### config.mk
export PLATFORM = sky130hd
export DESIGN_NAME = toggle_decoder
export DESIGN_NICKNAME = d
export VERILOG_FILES = /design/src/rtl/toggle_decoder.sv
export SDC_FILE = /design/constraint.sdc
export NUM_CORES = 1
export LEC_CHECK = 0
export BUFFER_PORTS_ARGS = -buffer_cell sky130_fd_sc_hd__buf_4
export CORE_AREA = 5 5 42 44
export CTS_BUF_LIST = sky130_fd_sc_hd__clkbuf_4 sky130_fd_sc_hd__clkbuf_8
export CTS_CLUSTER_DIAMETER = 150
export DETAILED_ROUTE_END_ITERATION = 8
export DIE_AREA = 0 0 47 49
export PLACE_DENSITY = 0.74
export SLEW_MARGIN = 20
export SYNTH_ARGS = -nofsm -noshare
export SYNTH_HDL_FRONTEND = slang
export SYNTH_SLANG_ARGS = --single-unit
### constraint.sdc
create_clock -name clk -period 4.1 [get_ports clk]
set_clock_uncertainty 0.05 [all_clocks]
set_input_delay 0.615 -clock clk [delete_from_list [all_inputs] [get_ports clk]]
set_output_delay 0.615 -clock clk [all_outputs]
set_load 0.02 [all_outputs]
### src/rtl/toggle_decoder.sv
// rtl/toggle_decoder.sv - toggle-line event decoder: synchronizer, glitch filter, pending counter
// Optional glitch rejection counter enabled by TOGGLE_DECODER_GLITCH_CNT_EN.
module toggle_decoder #(
  parameter int SYNC_STAGES = 2,
  parameter int FILT_LEN    = 4,
  parameter int CNT_W       = 4
) (
  input  logic             clk,
  input  logic             clr,
  input  logic             z_in,
  output logic             ev_valid,
  input  logic             ev_ready,
  output logic [CNT_W-1:0] pending,
  output logic             overflow,
  input  logic             clr_ovf,
  output logic             level
`ifdef TOGGLE_DECODER_GLITCH_CNT_EN
  ,
  output logic [7:0]       glitch_cnt
`endif
);

  localparam int FW = $clog2(FILT_LEN + 1);

  typedef enum logic {ST_STABLE, ST_QUAL} state_t;

  state_t                 state, state_nx;
  logic [FW-1:0]          cnt, cnt_nx;
  logic [SYNC_STAGES-1:0] sync_q;
  logic                   sync_out;
  logic                   accept;
  logic                   reject;
  logic                   pop;
  logic                   ovf_set;
  logic [CNT_W-1:0]       pending_nx;

  assign sync_out = sync_q[SYNC_STAGES-1];

  always_ff @(posedge clk) begin
    if (clr) begin
      sync_q <= '0;
      state  <= ST_STABLE;
      cnt    <= '0;
      level  <= 1'b0;
    end else begin
      sync_q <= {sync_q[SYNC_STAGES-2:0], z_in};
      state  <= state_nx;
      cnt    <= cnt_nx;
      if (accept) level <= ~level;
    end
  end

  always_comb begin
    state_nx = state;
    cnt_nx   = cnt;
    accept   = 1'b0;
    reject   = 1'b0;
    case (state)
      ST_STABLE: begin
        if (sync_out != level) begin
          if (FILT_LEN == 1) begin
            accept = 1'b1;
          end else begin
            state_nx = ST_QUAL;
            cnt_nx   = FW'(1);
          end
        end
      end
      ST_QUAL: begin
        if (sync_out == level) begin
          reject   = 1'b1;
          state_nx = ST_STABLE;
          cnt_nx   = '0;
        end else if (cnt == FW'(FILT_LEN - 1)) begin
          accept   = 1'b1;
          state_nx = ST_STABLE;
          cnt_nx   = '0;
        end else begin
          cnt_nx = cnt + FW'(1);
        end
      end
      default: begin
        state_nx = ST_STABLE;
        cnt_nx   = '0;
      end
    endcase
  end

  // ev_valid depends only on the pending register, never on ev_ready
  assign ev_valid = (pending != '0);
  assign pop      = ev_valid && ev_ready;

  always_comb begin
    pending_nx = pending;
    ovf_set    = 1'b0;
    case ({accept, pop})
      2'b10: begin
        if (pending == {CNT_W{1'b1}}) ovf_set = 1'b1;
        else pending_nx = pending + CNT_W'(1);
      end
      2'b01:   pending_nx = pending - CNT_W'(1);
      default: pending_nx = pending;
    endcase
  end

  always_ff @(posedge clk) begin
    if (clr) begin
      pending  <= '0;
      overflow <= 1'b0;
    end else begin
      pending  <= pending_nx;
      overflow <= (overflow && !clr_ovf) || ovf_set;
    end
  end

`ifdef TOGGLE_DECODER_GLITCH_CNT_EN
  always_ff @(posedge clk) begin
    if (clr) glitch_cnt <= 8'd0;
    else if (reject && glitch_cnt != 8'hFF) glitch_cnt <= glitch_cnt + 8'd1;
  end
`endif

endmodule

Word level (Yosys, flattened, before mapping)
Cells that the tools add are included.

Muxes and demuxes: 15. Equality and inequality tests: 8. Bitwise operators: 2. Add/sub/neg operators: 3. Reductions and logical operators: 7.

Operator list (number): $mux W3 (3); $mux W1 (8); $pmux W4 S2 (1); $pmux W3 S2 (1); $add A4 B1 Y4 const B (1); $eq A4 B4 Y1 const B (1); $mux W4 (1); $ne A2 B2 Y1 const B (2); $reduce_bool A4 Y1 (1); $sub A4 B1 Y4 const B (1); $add A3 B1 Y3 const B (1); $eq A3 B2 Y1 const B (1); $eq A2 B1 Y1 const B (1); $eq A2 B2 Y1 const B (1); $logic_and A1 B1 Y1 (2); $not A1 Y1 (2); $pmux W1 S2 (1); $reduce_and A2 Y1 (1); $reduce_bool A2 Y1 (1); $eq A1 B1 Y1 (1); $logic_not A1 Y1 (1); $logic_or A1 B1 Y1 (1); $ne A1 B1 Y1 (1).

Input bits: 5. Register bits after elaboration: 12. Word-level logic and storage cells: 41. Output and inout bits: 7.

Depth between registers and ports, before layout
Gate-level depths: netlist (run 1).

Depth after elaboration: 7. Gate-level depth with buffers: 9. Depth with buffers taken out: 9.

Worst setup path after synthesis (run 1)
Ideal clock, no wire load.

Kind: register -> register. Start point: register pending[0]. End point: register pending[3]. Period minus slack after synthesis: 2.575 ns. Data required time: 3.929 ns. Path slack: 1.525 ns. Data arrival time: 2.404 ns. Cell stages (with the launch flop): 9. Path buffers: 0. Library setup time: 0.121 ns. Cell sequence: dfxtp_1 -> o41a_1 -> o21ai_1 -> inv_1 -> ha_1 -> a21o_2 -> a21oi_1 -> mux2i_1 -> mux2_2.

Cells in the longest elaborated chain, start to end: 5. Elaborated cells between the ends (all ways): 12. Classes of those cells: 2 x add/sub; 4 x eq/ne; 2 x mux; 4 x reduce/logical.

RTL lines: start, declared (RTL line 13) `output logic [CNT_W-1:0] pending,`; start signal, assigned (RTL line 111) `pending <= pending_nx;`; parallel branches: the longest is 5 deep, another holds $add A4 B1 Y4.

Parallel ways; which one is timed is not known. The select of a mux whose other input is x is not followed. A chain may end at the register's enable or synchronous reset.

Worst setup path after layout (run 1)
Same ends and word-level chain as after synthesis.

==> results.txt, run 1 <==
TritonCTS created 3 clock buffers. The mux share of post-synthesis cell area is 3.427%, and the post-synthesis instance area is 620.6 µm². The logs give 2303 µm² for the area of the die and 4 for the first-pass iteration count of the detailed router.

The number of nets in the finished design was 91; the slack of the worst reg-to-reg path was 1.41 ns. The worst setup path is launched from a flip-flop. For the number of global-route vias before repair, the log shows 464. For this design the top-level I/O count stands at 12. Summed over all layers, the routed wires come to 1.154 mm. The tools report the sum of negative setup slack as 0 ns. The flow ran to the end, and the final reports show no timing, DRC or antenna violations. The repair_antennas step left the layout with diodes totalling 0. On the final layout, the worst hold slack is 0.3922 ns. Of the total synthesized cell area, the portion taken by XOR and XNOR cells is 4.234%. The clock net in this run drives a total of 12 sinks. Of the total synthesized cell area, the portion taken by full adders, half adders and majority gates is 9.274%.

Compared with the post-synthesis result, the final layout area differs by 21.17%. TritonCTS built the clock tree. In this run the static leakage power is 0.0003151 µW.

The tools report the global-route wire length before repair as 1.890 mm. Synthesis produced a netlist with a net count of 76. STA puts the critical path data arrival time at 2.81 ns. The logs give 67.85% for the headroom to the max-slew limit and 11 for the violation count after the first detailed-route iteration. After synthesis, the mean cell area works out to 9.263 µm².

The core region is 1401 µm². Total number of vias: 532. Root buffer cell: sky130_fd_sc_hd__clkbuf_4. The top cell type by total area after synthesis is sky130_fd_sc_hd__dfxtp_1. The Yosys step of the flow raised 0 warnings. The clock reaches the later pin of the worst-skew pair after 0.27 ns. The fraction of final layout cells with drive strength greater than 1 is 25.93%.

The worst-case IR drop observed on VDD is 390.7 µV. The fraction of the cycle the final worst path needs is 65.57%, and the clock transition at the register clock pins on the worst setup and hold paths after CTS is 0.08 ns. The count of mapped cells out of synthesis is 67. Power spread over the standard cell area amounts to 515.8 nW/µm². The tools report the highest clock frequency the design can meet as 372.0 MHz. The met2 capacity usage during global routing is 15.61%. After clock tree synthesis, the repair step resized 0 gates.

After clock tree synthesis, the flow added hold-fix buffers numbering 0. Sequential cells were found to cover 38.71% of the synthesized design area. The clock passes through at most 2 buffers.

Yosys attributes the largest share of cell area to sky130_fd_sc_hd__dfxtp_1 39%, sky130_fd_sc_hd__ha_1 6.0%, sky130_fd_sc_hd__a21oi_1 4.8%, sky130_fd_sc_hd__nor2b_1 4.0%, sky130_fd_sc_hd__fa_1 3.2%. The type of the worst min-delay path is flip-flop to flip-flop. In the final routed layout, each cell accounts on average for 11.90 µm. After detailed routing, the number of remaining DRC violations is 0. The max-slew violation count was 0; the starting density of the core was 44.29%. The simple-gate portion of the synthesized area works out to 26.01%. In this run the horizontal extent of the chip is 47 µm.

The tools report the number of levels the H-tree was split into as 1. Row generation in the floorplan step produced 14 rows. Along the worst path, the maximum fanout reaches 8. Routability-driven placement finished with a final weighted congestion of 0.7985.

The number of antenna violations at the first check in global routing is 0, and the transition time at the pin with the least slew margin is 0.4779 ns. Summed over all layers, the global routing overflow is 0. The count of input and output buffers works out to 11.

For the final hold violation count, the log shows 0. Setup repair after global routing left no endpoint under its margin. The die is 49 µm tall. The setup path with the least slack is of type flip-flop to flip-flop. The count of state elements after synthesis was 12; the maximum number of pins on one net before global-route repair was 14.

The tools report the detailed-placement wirelength estimate as 877.4 µm. The peak-usage layer in the global routing report was met2. The post-synthesis compound-gate area fraction is 15.32%, and the post-CTS setup buffer count is 0. The number of distinct library cell variants in the gate-level netlist after synthesis was 31; the per-cell via count in the routed design was 5.485.

Max-cap violations in this run came to 0. Setup violations remaining at the end of the flow were counted as 0. For the total power, the log shows 387.9 µW. By area, the combinational part of the netlist is dominated by simple AND/OR/NAND/NOR gates. STA classifies the critical path endpoint as a flip-flop. The top cell type by area accounts for 38.71% of the synthesized area. The aggregate global-route resource usage is 11.26%, and the global routing met1 resource utilization is 14.77%. The met3 usage came out at 4.428%.

The run gives 4.22 ns as the required time at the endpoint of the critical path. The final period demand of the worst path was 2.688 ns; the residual antenna-violating net count after detailed routing was 0.
power breakdown:
part           switching (µW)  internal, µW
clock                    40.4          54.0
combinational            76.5          68.2
sequential               20.1           129
total                     137           251
flip-flops by register name, summed over array words and instances, names as in the netlist:
register and count:
pending 4, cnt 3, sync_q 2, level 1
overflow 1, state 1
stage by stage:
stage | util (%) | std cells | instance area, µm² | worst slack [ns]
global placement | 51.07 | 93 | 715.7 | 1.452
global route | 53.66 | 97 | 752.0 | 1.242
finish | 53.66 | 97 | 752.0 | 1.412
detailed placement | 51.07 | 93 | 715.7 | 1.393
CTS | 53.66 | 97 | 752.0 | 1.408
floorplan | - | 67 | 620.6 | 1.525
Yosys cell counts (all sizes together):
cell type,number
fa,1
o41ai,1
ha,3
nor4,1
mux2,1
nor3,3
o41a,1
or4,2
o21ai,4
xor2,1
nand3b,1
buf,1
and3b,1
a21oi,7
xnor2,2
nand3,3
dfxtp,12
nand2b,1
nand2,3
nor2b,4
nor2,4
nand4,1
and4,1
inv,3
nor3b,2
mux2i,1
a21o,2
placed cells by master, fill, tap and decap left out, types with 2 or more instances in the layout:
master / synthesis / routed
sky130_fd_sc_hd__a21oi_1: 6 / 6
sky130_fd_sc_hd__buf_4: 1 / 11
sky130_fd_sc_hd__clkbuf_4: 0 / 3
sky130_fd_sc_hd__dfxtp_1: 12 / 12
sky130_fd_sc_hd__ha_1: 3 / 3
sky130_fd_sc_hd__inv_1: 3 / 3
sky130_fd_sc_hd__nand2_1: 3 / 3
sky130_fd_sc_hd__nand3_1: 3 / 3
sky130_fd_sc_hd__nor2_1: 4 / 4
sky130_fd_sc_hd__nor2b_1: 4 / 4
sky130_fd_sc_hd__nor3_1: 3 / 3
sky130_fd_sc_hd__nor3b_1: 2 / 2
sky130_fd_sc_hd__o21ai_0: 3 / 3
sky130_fd_sc_hd__xnor2_1: 2 / 2
layout make-up:
type,count,area (µm²)
fill,128,649.4
multi-input combinational,51,361.6
sequential,12,240.2
timing repair buffer,11,82.58
clock buffer,4,36.28
tap,16,20.02
inverter,3,11.26
worst max-delay path, cell delays in order, from the launching register on:
cell                      delay, ns
sky130_fd_sc_hd__dfxtp_1       0.38
sky130_fd_sc_hd__o41a_1        0.48
sky130_fd_sc_hd__o21ai_1       0.25
sky130_fd_sc_hd__inv_1         0.19
sky130_fd_sc_hd__ha_1          0.31
sky130_fd_sc_hd__a21o_2        0.20
sky130_fd_sc_hd__a21oi_1       0.17
sky130_fd_sc_hd__mux2i_1       0.21
sky130_fd_sc_hd__mux2_2        0.34
path summary, 6_finish.rpt:
check                  start          to  depth (start not counted)
setup reg to reg  pending[0]  pending[3]                          8
hold reg to reg    sync_q[0]   sync_q[1]                          1
setup / recovery  pending[0]  pending[3]                          8
hold / removal     sync_q[0]   sync_q[1]                          1
metal layers:
layer  vias up  share of wire, %
li1        275                 -
met1       243                49
met5         -                 0
met2        10                43
met4         0               1.6
met3         4               6.3
kinds of logic (layout without fill, tap and decap cells):
family | after synthesis | in the layout
adders and majority gates | 4 | 4
and+or+nand+nor | 27 | 27
muxes | 2 | 2
xor gates and xnor gates | 3 | 3
buffers and inverters | 4 | 18
AOI/OAI and AO/OA | 15 | 15
DFF | 12 | 12
No activity file was read; power rests on OpenSTA's default activity.
==> inputs of run 2 (changes only) <==
==> constraint.sdc (replaced) <==
create_clock -name clk -period 2.7 [get_ports clk]
set_clock_uncertainty 0.05 [all_clocks]
set_input_delay 0.405 -clock clk [delete_from_list [all_inputs] [get_ports clk]]
set_output_delay 0.405 -clock clk [all_outputs]
set_load 0.02 [all_outputs]
==> run 2 against run 1 <==
Against the previous run: clock power is 59% higher; highest routed layer unchanged; clock-buffer cell count unchanged; largest cell class unchanged; combinational power grew 61%; total power is 56% higher; largest power group is now combinational cells; critical path type unchanged.
==> results.txt, run 2 (synthesis results as in run 1) <==
STA classifies the critical path startpoint as a flip-flop. The number of buffer and inverter stages on the critical path was 1. The logs give 0 for the number of antenna violations at the first check in global routing and 0 for the final hold violation count. Summed over all nets, the half-perimeter wirelength after detailed placement is 902.2 µm. Transition time at the pin with the least slew margin: 0.5084 ns. The signed area change from the synthesized netlist to the final layout was 22.38%; the count of standard-cell rows was 14. At the worst endpoint, the required time is 2.83 ns. Once the clock tree was built, the resizer swapped 0 gates to a different size. The number of remaining DRC errors is 0. The first detailed-routing pass took 4 iterations. The tree is rooted in a sky130_fd_sc_hd__clkbuf_4. Leakage power of the design: 0.0003193 µW. The die covers 2303 µm². For the max-slew violation count, the log shows 0.

In this run the critical register-to-register path is launched from pending[0]. For the data arrival time of the critical path, the log shows 2.62 ns. Of the cells placed in the final design, the portion with a size suffix greater than 1 is 26.83%.

The routed design has 1.204 mm of wire. The run finished with clean final reports. The worst setup path is of the flip-flop to flip-flop kind. The clock tree buffer depth came out at 2.

For the sum of negative setup slack, the log shows 0 ns. The largest stage delay on the critical path works out to 0.47 ns. The detail-routed net length per standard cell was 12.29 µm; the CTS sink count was 12. Number of antenna cells inserted: 0.

The highest clock frequency the design can meet is 401.1 MHz, and the aggregate global-route resource usage is 11.54%. At the later pin of the worst-skew pair, clock insertion delay measures 0.28 ns. The floorplan step set the die width to 47 µm. Setup violations remaining at the end of the flow were counted as 0. Family of cells with the greatest summed delay on the critical path: compound AO/OA/AOI/OAI gates. The number of nets in the finished design came out at 92. The worst hold path cell count is 2.

The tools report the headroom to the max-slew limit as 65.80%. In the final layout, the registers with the most flip-flops are pending x4, cnt x3, sync_q x2. The hold buffer count at CTS came out at 0. On the final layout, the worst hold slack is 0.2933 ns. Dividing the final minimum period by the clock period gives 92.33%. The number of global-route vias before repair was 475.

VDD sags by at most 448.2 µV. After detailed routing, the wire length on met1 is 594 µm. Buffers placed on the I/O ports in this run total 11.

The register with the most flip-flops in the final layout is pending. Power spread over the standard cell area amounts to 799.2 nW/µm². The placeable core region was 1401 µm².

Start point of the critical path: pending[0]. Setup repair after global routing left no endpoint under its margin. The clock transition at the register clock pins on the worst setup and hold paths after CTS came out at 0.08 ns. The final period demand of the worst path works out to 2.493 ns. The tools report the global-route wire length before repair as 1.973 mm.

In the layout the commonest cells are 12 x sky130_fd_sc_hd__dfxtp_1, 12 x sky130_fd_sc_hd__buf_4, 6 x sky130_fd_sc_hd__a21oi_1. Using the TritonRoute via totals, the vias-per-cell ratio works out to 5.357. Across all register-to-register paths, the minimum setup slack is 0.21 ns. Amount of wire on met2 after detailed routing: 532 µm. TritonCTS built the clock tree. Entering global routing, the biggest net connects 14 pins. Detailed routing placed a total of 46 µm of wire on met3. The routability-driven placement congestion ratio was 0.7971; the violation count after the first detailed-route iteration was 5.

Number of levels the H-tree was split into: 1. The tools report the worst min-delay path startpoint as z_in. The tool flagged a number of max-cap violations equal to 0. Counting cells, the worst reg-to-reg path comes to 8. Of all nets on the critical path, the largest fanout is 8. The register with the most flip-flops in the layout has 4 of them. The routed layout has 525 vias. For the post-CTS setup buffer count, the log shows 0. Sort of element at the end of the critical path: a flip-flop. The initial utilization of the core area, before any placement, comes to 44.29%. In this run the worst hold path is classified as input port to flip-flop.

The height of the chip is 49 µm. The signal on the critical path passes through o41a_1 > o21ai_1 > inv_1 > ha_1 > a21o_2 > a21oi_1 > mux2i_1 > mux2_2. The path with the worst hold slack has its endpoint at sync_q[0]. The highest layer touched by signal routing is met4.

The cell with the largest stage delay on the worst path was sky130_fd_sc_hd__o41a_1. The residual antenna-violating net count after detailed routing was 0. Endpoint of the worst-slack reg-to-reg timing path: pending[3]. Counting the buffers created by CTS gives 3.

12 I/O pins were placed. Global routing finished with a remaining overflow of 0.
[run 2: cell count changes in the layout (fill, tap and decap cells not counted)]
cell                    before  now
sky130_fd_sc_hd__buf_4      11   12
[run 2: how the worst max path moves through the flow]
| stage | cells past startpoint | slack (ns) | end |
|---|---|---|---|
| global route | 8 | 0.05 | pending[3] |
| finish | 8 | 0.21 | pending[3] |
| detailed placement | 8 | 0.23 | pending[3] |
| global placement | 8 | 0.32 | pending[3] |
| CTS | 8 | 0.21 | pending[3] |
| floorplan | 8 | 0.12 | pending[3] |
[run 2: metal layers]
metal	global-route usage, %	vias up
met1	14.32	233
met4	6.912	0
met3	2.583	5
met5	0	-
met2	17.42	13
li1	-	274
[run 2: per-stage QoR]
step	total power (µW)	cells	setup WS [ns]	instance area, µm²	utilization [%]
final	606.9	98	0.2071	759.5	54.20
after global routing	640.8	98	0.04976	759.5	54.20
after CTS	609.3	98	0.2084	759.5	54.20
after detailed placement	463.4	94	0.2272	723.2	51.61
after global placement	453.1	94	0.3220	723.2	51.61
after floorplan	376.2	67	0.1249	620.6	-
[run 2: report_power, final]
group          total [µW]  internal, µW  switching, µW
combinational         233           113            120
sequential            224           195           28.8
clock                 150          82.1           67.8
total                 607           390            217
[run 2: layout make-up]
type | instances | area (µm²)
fillers | 138 | 641.9
multi-input cells | 51 | 361.6
flip-flops and latches | 12 | 240.2
repair buffers | 12 | 90.09
clock buffers | 4 | 36.28
well taps | 16 | 20.02
inverters | 3 | 11.26
